[config.mk]
export PLATFORM = sky130hd
export DESIGN_NAME = add_sub_norm_pipe
export DESIGN_NICKNAME = d
export VERILOG_FILES = /design/src/rtl/add_sub_norm_pipe_pkg.sv /design/src/rtl/add_sub_norm_pipe_lzd_count.sv /design/src/rtl/add_sub_norm_pipe.sv
export SDC_FILE = /design/constraint.sdc
export NUM_CORES = 1
export LEC_CHECK = 0
export ABC_CLOCK_PERIOD_IN_PS = 9360
export BUFFER_PORTS_ARGS = -buffer_cell sky130_fd_sc_hd__buf_2
export CAP_MARGIN = 10
export CORE_MARGIN = 3
export CORE_UTILIZATION = 28
export DETAILED_ROUTE_END_ITERATION = 7
export HOLD_SLACK_MARGIN = 0.08
export PLACE_DENSITY = 0.52
export SLEW_MARGIN = 0
export SYNTH_ARGS = -nofsm -noshare
export SYNTH_HDL_FRONTEND = slang
export SYNTH_HIERARCHICAL = 1
export SYNTH_SLANG_ARGS = --single-unit
export TNS_END_PERCENT = 5
[constraint.sdc]
create_clock -name clk -period 9.36 [get_ports clk]
set_clock_uncertainty 0.2 [all_clocks]
set_input_delay 2.808 -clock clk [delete_from_list [all_inputs] [get_ports clk]]
set_output_delay 2.808 -clock clk [all_outputs]
set_load 0.01 [all_outputs]
[src/rtl/add_sub_norm_pipe_pkg.sv]
// Shared constants and helpers for the add/sub post-normalization stage.
package add_sub_norm_pipe_pkg;

  localparam int unsigned SWR_DEF = 26;
  localparam int unsigned EWR_DEF = 8;

  // Datapath selected in S1, consumed by S2.
  typedef enum logic [1:0] {
    PATH_CARRY = 2'd0,
    PATH_NORM  = 2'd1,
    PATH_ZERO  = 2'd2
  } path_e;

  // Count width must also represent "all zeros" (== SWR).
  function automatic int unsigned lzw_of(input int unsigned swr);
    return $clog2(swr + 1);
  endfunction

endpackage

[src/rtl/add_sub_norm_pipe_lzd_count.sv]
// Leading-zero counter: MSB-first priority encoder, returns SWR for an all-zero word.
module add_sub_norm_pipe_lzd_count
  import add_sub_norm_pipe_pkg::*;
#(
  parameter int unsigned SWR = SWR_DEF,
  parameter int unsigned LZW = lzw_of(SWR)
) (
  input  logic [SWR-1:0] i_sum,
  output logic [LZW-1:0] o_lz
);

  // Scan upward so the highest set bit makes the last (winning) assignment.
  always_comb begin
    o_lz = LZW'(SWR);
    for (int i = 0; i < SWR; i++) begin
      if (i_sum[i]) o_lz = LZW'(SWR - 1 - i);
    end
  end

endmodule

[src/rtl/add_sub_norm_pipe.sv]
// Two-stage post-addition normalizer: S1 captures operands plus leading-zero count,
// S2 shifts, adjusts the exponent and raises the exception flags.
module add_sub_norm_pipe
  import add_sub_norm_pipe_pkg::*;
#(
  parameter int unsigned SWR = SWR_DEF,
  parameter int unsigned EWR = EWR_DEF,
  parameter int unsigned LZW = lzw_of(SWR)
) (
  input  logic           clk,
  input  logic           rst,
  input  logic           valid_i,
  output logic           ready_o,
  input  logic [SWR-1:0] Sum_i,
  input  logic           C_i,
  input  logic           Sub_i,
  input  logic [EWR-1:0] Exp_i,
  output logic           valid_o,
  input  logic           ready_i,
  output logic [SWR-1:0] Sgf_o,
  output logic [EWR-1:0] Exp_o,
  output logic [LZW-1:0] LZ_o,
  output logic           Zero_o,
  output logic           Underflow_o,
  output logic           Overflow_o
);

  logic [LZW-1:0] w_lz;
  path_e          w_path;
  logic           w_s2_load;

  logic           r_s1_valid;
  logic [SWR-1:0] r_s1_sum;
  logic [EWR-1:0] r_s1_exp;
  logic [LZW-1:0] r_s1_lz;
  path_e          r_s1_path;

  logic           r_s2_valid;
  logic [SWR-1:0] r_s2_sgf;
  logic [EWR-1:0] r_s2_exp;
  logic [LZW-1:0] r_s2_lz;
  logic           r_s2_zero;
  logic           r_s2_uf;
  logic           r_s2_of;

  logic [EWR:0]   w_exp_inc;
  logic [EWR:0]   w_exp_dec;
  logic           w_borrow;
  logic [LZW-1:0] w_shamt;
  logic [SWR-1:0] w_shifted;
  logic [SWR-1:0] w_sgf;
  logic [EWR-1:0] w_exp;
  logic [LZW-1:0] w_lz_out;
  logic           w_zero;
  logic           w_uf;
  logic           w_of;

  add_sub_norm_pipe_lzd_count #(
    .SWR (SWR),
    .LZW (LZW)
  ) u_lzd (
    .i_sum (Sum_i),
    .o_lz  (w_lz)
  );

  // S2 accepts whenever its slot is empty or being drained; S1 advances with it.
  assign w_s2_load = !r_s2_valid || ready_i;
  assign ready_o   = !r_s1_valid || w_s2_load;

  // Path select: carry only matters for effective addition.
  always_comb begin
    w_path = PATH_NORM;
    if (C_i && !Sub_i)     w_path = PATH_CARRY;
    else if (Sum_i == '0)  w_path = PATH_ZERO;
  end

  // S1 register: operands, leading-zero count and path.
  always_ff @(posedge clk or posedge rst) begin
    if (rst) begin
      r_s1_valid <= 1'b0;
      r_s1_sum   <= '0;
      r_s1_exp   <= '0;
      r_s1_lz    <= '0;
      r_s1_path  <= PATH_CARRY;
    end else begin
      if (ready_o) r_s1_valid <= valid_i;
      if (valid_i && ready_o) begin
        r_s1_sum  <= Sum_i;
        r_s1_exp  <= Exp_i;
        r_s1_lz   <= w_lz;
        r_s1_path <= w_path;
      end
    end
  end

  // S2 datapath: exponent adjust (one extra bit for carry/borrow) and barrel shift.
  always_comb begin
    w_exp_inc = {1'b0, r_s1_exp} + (EWR+1)'(1);
    w_exp_dec = {1'b0, r_s1_exp} - (EWR+1)'(r_s1_lz);
    w_borrow  = w_exp_dec[EWR];
    // On borrow the exponent is smaller than lz (< SWR), so it fits in LZW bits.
    w_shamt   = w_borrow ? r_s1_exp[LZW-1:0] : r_s1_lz;
    w_shifted = r_s1_sum;
    for (int k = 0; k < LZW; k++) begin
      if (w_shamt[k]) w_shifted = w_shifted << (1 << k);
    end

    w_sgf    = '0;
    w_exp    = '0;
    w_lz_out = '0;
    w_zero   = 1'b0;
    w_uf     = 1'b0;
    w_of     = 1'b0;
    unique case (r_s1_path)
      PATH_CARRY: begin
        if (w_exp_inc >= {1'b0, {EWR{1'b1}}}) begin
          w_of  = 1'b1;
          w_exp = '1;
        end else begin
          w_sgf = {1'b1, r_s1_sum[SWR-1:2], |r_s1_sum[1:0]};
          w_exp = w_exp_inc[EWR-1:0];
        end
      end
      PATH_ZERO: begin
        w_zero   = 1'b1;
        w_lz_out = LZW'(SWR);
      end
      PATH_NORM: begin
        w_sgf    = w_shifted;
        w_lz_out = w_shamt;
        if (w_borrow) w_uf  = 1'b1;
        else          w_exp = w_exp_dec[EWR-1:0];
      end
      default: ;
    endcase
  end

  // S2 register: holds the result stable while downstream stalls.
  always_ff @(posedge clk or posedge rst) begin
    if (rst) begin
      r_s2_valid <= 1'b0;
      r_s2_sgf   <= '0;
      r_s2_exp   <= '0;
      r_s2_lz    <= '0;
      r_s2_zero  <= 1'b0;
      r_s2_uf    <= 1'b0;
      r_s2_of    <= 1'b0;
    end else if (w_s2_load) begin
      r_s2_valid <= r_s1_valid;
      if (r_s1_valid) begin
        r_s2_sgf  <= w_sgf;
        r_s2_exp  <= w_exp;
        r_s2_lz   <= w_lz_out;
        r_s2_zero <= w_zero;
        r_s2_uf   <= w_uf;
        r_s2_of   <= w_of;
      end
    end
  end

  assign valid_o     = r_s2_valid;
  assign Sgf_o       = r_s2_sgf;
  assign Exp_o       = r_s2_exp;
  assign LZ_o        = r_s2_lz;
  assign Zero_o      = r_s2_zero;
  assign Underflow_o = r_s2_uf;
  assign Overflow_o  = r_s2_of;

endmodule

# Word-level counts from Yosys, hierarchy flattened
# Index checks and enable logic that the tools add are counted.
# totals
register_bits	85
output_inout_bits	44
# op_classes
n_reduce_logical	11
n_mux	45
eq_ne	2
n_lt_le_gt_ge	1
add_sub_neg	2
# ops
operator	count
26-bit two-way mux	6
5-bit two-way mux	17
26-bit case mux with 2 select lines	1
4-bit two-way mux	8
26-bit logical NOT	1
8-bit two-way mux	2
8-bit case mux with 2 select lines	1
5-bit case mux with 2 select lines	1
8-bit by 1-bit adder with 9-bit output (second input constant)	1
9-bit by 8-bit >= comparator with 1-bit output (second input constant)	1
8-bit by 5-bit subtractor with 9-bit output	1
2-bit two-way mux	4
1-bit two-way mux	5
1-bit logical NOT	3
2-bit by 1-bit equality test with 1-bit output (second input constant)	1
2-bit equality test (second input constant)	1
1-bit logical AND	2
2-bit logical NOT	1
1-bit logical OR	2
2-bit AND reduction	1
2-bit OR reduction	1

# Logic depth before layout (Yosys ltp)
# depth
ltp_word	26
mapped_depth	16

# Modules after synthesis
# The synthesis kept the hierarchy.
# by_module_without_submodules
mod	cells_each	area_each_um2	instances
add_sub_norm_pipe	608	5655.4	1
add_sub_norm_pipe_lzd_count	50	279.0	1

# Worst setup path after synthesis
# OpenSTA, ideal clock, no wires.
# synth_path
path_type	input -> output
startpoint	input port ready_i
endpoint	output port ready_o
stages	1
path_slack_ns	3.330
path_buffers	0
arrival_time_ns	3.022
path_cell_list	nand3b_1
# synth_via
elab_chain_cells	2
# synth_rtl
element	line	text
start, declared	add_sub_norm_pipe.sv:19	input logic ready_i,
1-bit logical OR	add_sub_norm_pipe.sv:67	assign w_s2_load = !r_s2_valid || ready_i;
1-bit logical OR	add_sub_norm_pipe.sv:68	assign ready_o = !r_s1_valid || w_s2_load;
end, declared	add_sub_norm_pipe.sv:13	output logic ready_o,
# No other way between the ends.

# Worst setup path after layout
# Same ends and word-level chain as after synthesis.

==> results.toml <==
[flow_run]
drv_cap = 0

[worst_setup_path]
rrSetupSlack_ns = 4.85
crit_type = "in -> out"
endpoint = "ready_o"
start_kind = "primary input"
r2r-start = "r_s1_exp[0]"
cp.buffers_inverters = 2
cp_common_cell = "buf_2"
critPathRequiredTime_ns = 6.35
crit_path_cell_trace = "buf_2 > nand3b_1 > buf_2"
crit_arrival_ns = 3.26
cp-end-kind = "output port"
worst-path-max-fanout = 3
cp_slowest_cell = "nand3b_1"
cp_num_cells = 3
r2r_cells = 12
crit_path_start = "ready_i"
r2r_end = "Sgf_o[25]"
cpLargestDelayFamily = "buffers and inverters"
cpPeakStageDelay_ns = 0.18

[pwr]
power.density_nw_per_um2 = 205
power_mw = 1.39
ir_drop_mv = 0.0769
leakagePower_nw = 2.86

[synth]
synth.avg_cell_area_um2 = 9.02
synth_area_leaders = "dfrtp_1, mux2_2, nand2_1"
seq_area_frac_synth_pct = 35.8
synth_area_um2 = 5930
syn_inst = 658
synth_cell_types = 77
synth_top_area_share_pct = 35.8
syn_nets = 709
ys_warn_count = 6
synthArstFlopShare_pct = 100
dominantRegCellSynth = "dfrtp_1"
synth-edff-count = 0
yosys.area.top_type = "dfrtp_1"
ys_ff_latch = 85

[floorplanning]
die_w_um = 152
core-area_um2 = 20600
die_area_um2 = 23000
rows = 52
die_y_um = 152
start_util_pct = 28.9
ios = 84

[clocking]
cts_hold_buf = 0
cts_sinks = 85
post-cts-setup-buffer-count = 0
clk_pin_slew_ns = 0.06
worstSkewPairLatency_ns = 0.35
cts_tree = "yes"
clockBufferDepth = 2
cts_resized = 0
root_buffer = "clkbuf_16"
htreeDepth = 3
cts_buffers = 9

[global_routing]
antenna_found_initial = 0
met1_usage_pct = 27.4
grt_max_degree = 51
track_usage_pct = 17.3
grt_util_met3_pct = 3.33
grt_pass1_wl_um = 30600
overflow = 0
grt_pass1_vias = 5192
use_met2_pct = 23.1
top_usage_layer = "met1"

[placed_design]
port_buffers = 83
dp_slack_ns = 3.10
dp.cells = 968
place.gp.congestion = 0.920
placed_area_um2 = 6500
hpwl_um = 14700

[timing]
timing.hold.ws_ns = 0.268
period_needed_ns = 6.26
setup_viol = 0
post-route-period-util_pct = 66.9
finalHoldViolCount = 0
tightestPinTransition_ns = 0.962
slew_violations = 0
setup_tns_ns = 0
grt_setup_unrepaired = "no"
slew_headroom_pct = 35.9
layout_setup_ws_ns = 3.10
max_freq_ghz = 0.160

[cells_and_area]
final_cell_mix = "dfrtp_1, buf_2, nand2_1, mux2_2"
syn_to_final_growth_pct = 14.2
fin_cells = 984
nNetsFinal = 760
n_antenna_cell = 0
fin_util_pct = 33.0
layout-drive-gt1-share_pct = 23.5
final_common_cell = "dfrtp_1"
final_cell_area_um2 = 6780
fillers = 2216

[hold_path]
whs_path_depth = 2
hold_path.class = "reg -> reg"

[drt]
routedWlPerCell_um = 20.1
drt-initial-drc-count = 451
viasPerCell = 5.69
route.final.wire_length_um = 19800
drc_errors = 0
dr.pass1.iters = 5
drtAntennaViolNets = 0
route.vias.total = 5596

[status]
status = "finished, final reports clean"
report_power, final:
group          total (mW)  switching, mW  internal (mW)
sequential          0.533         0.0914          0.442
clock               0.336          0.149          0.187
combinational       0.523          0.305          0.217
routing by layer:
| layer | part of all wire (%) | vias to the layer above |
|---|---|---|
| met5 | 0 | - |
| met4 | 2.2 | 0 |
| met3 | 8.2 | 31 |
| met2 | 40 | 234 |
| met1 | 50 | 2698 |
| li1 | - | 2633 |
worst min path at each step:
| stage | from | to | slack [ns] |
|---|---|---|---|
| after detailed placement | Zero_o | Zero_o | 0.26 |
| after global routing | Exp_o[6] | Exp_o[6] | 0.29 |
| after floorplan | r_s1_path[1] | r_s1_path[1] | 0.27 |
| after CTS | Zero_o | Zero_o | 0.28 |
| final | Zero_o | Zero_o | 0.27 |
| after global placement | LZ_o[4] | LZ_o[4] | 0.26 |
cells in the mapped netlist (11+ instances only):
cell type / count
nor2_1: 42
a211oi_1: 26
o21ai_0: 42
nand2b_1: 11
nor4_1: 14
a22oi_1: 16
mux2_2: 44
nor3_1: 11
nand3_1: 17
dfrtp_1: 85
nand2_1: 61
inv_1: 20
buf_2: 18
and3_1: 20
clkbuf_1: 23
a21oi_1: 25
cell families (layout without fill, tap and decap cells):
family | after synthesis | after routing | share of synthesized area [%]
xor+xnor | 6 | 6 | 0.886
mux | 53 | 53 | 10.5
buf+inv | 69 | 125 | 5.31
fa+ha+maj | 11 | 11 | 2.45
simple gates | 203 | 203 | 17.0
compound gates | 231 | 231 | 28.0
flops | 85 | 85 | 35.8
layout make-up:
cell class / count / area (um^2) / share of cell area (%)
multi-input combinational: 504 / 3500 / 51.6
timing repair buffer: 89 / 460 / 6.79
tap: 270 / 338 / 4.99
clock buffer: 11 / 243 / 3.58
clock inverter: 5 / 36.3 / 0.535
sequential: 85 / 2130 / 31.4
inverter: 20 / 76.3 / 1.13
registers in the layout, indices dropped and copies added (netlist names):
name         flops
Sgf_o           26
r_s1_sum        26
Exp_o            8
r_s1_exp         8
LZ_o             5
r_s1_lz          5
r_s1_path        2
Overflow_o       1
Underflow_o      1
Zero_o           1
r_s1_valid       1
valid_o          1
tightest hold or removal path, delay by kind of cell (launching register included):
family | cells | cell delay, ns
AND/OR/NAND/NOR | 2 | 0.10
flip-flops | 1 | 0.34
No activity file was read; power rests on OpenSTA's default activity.
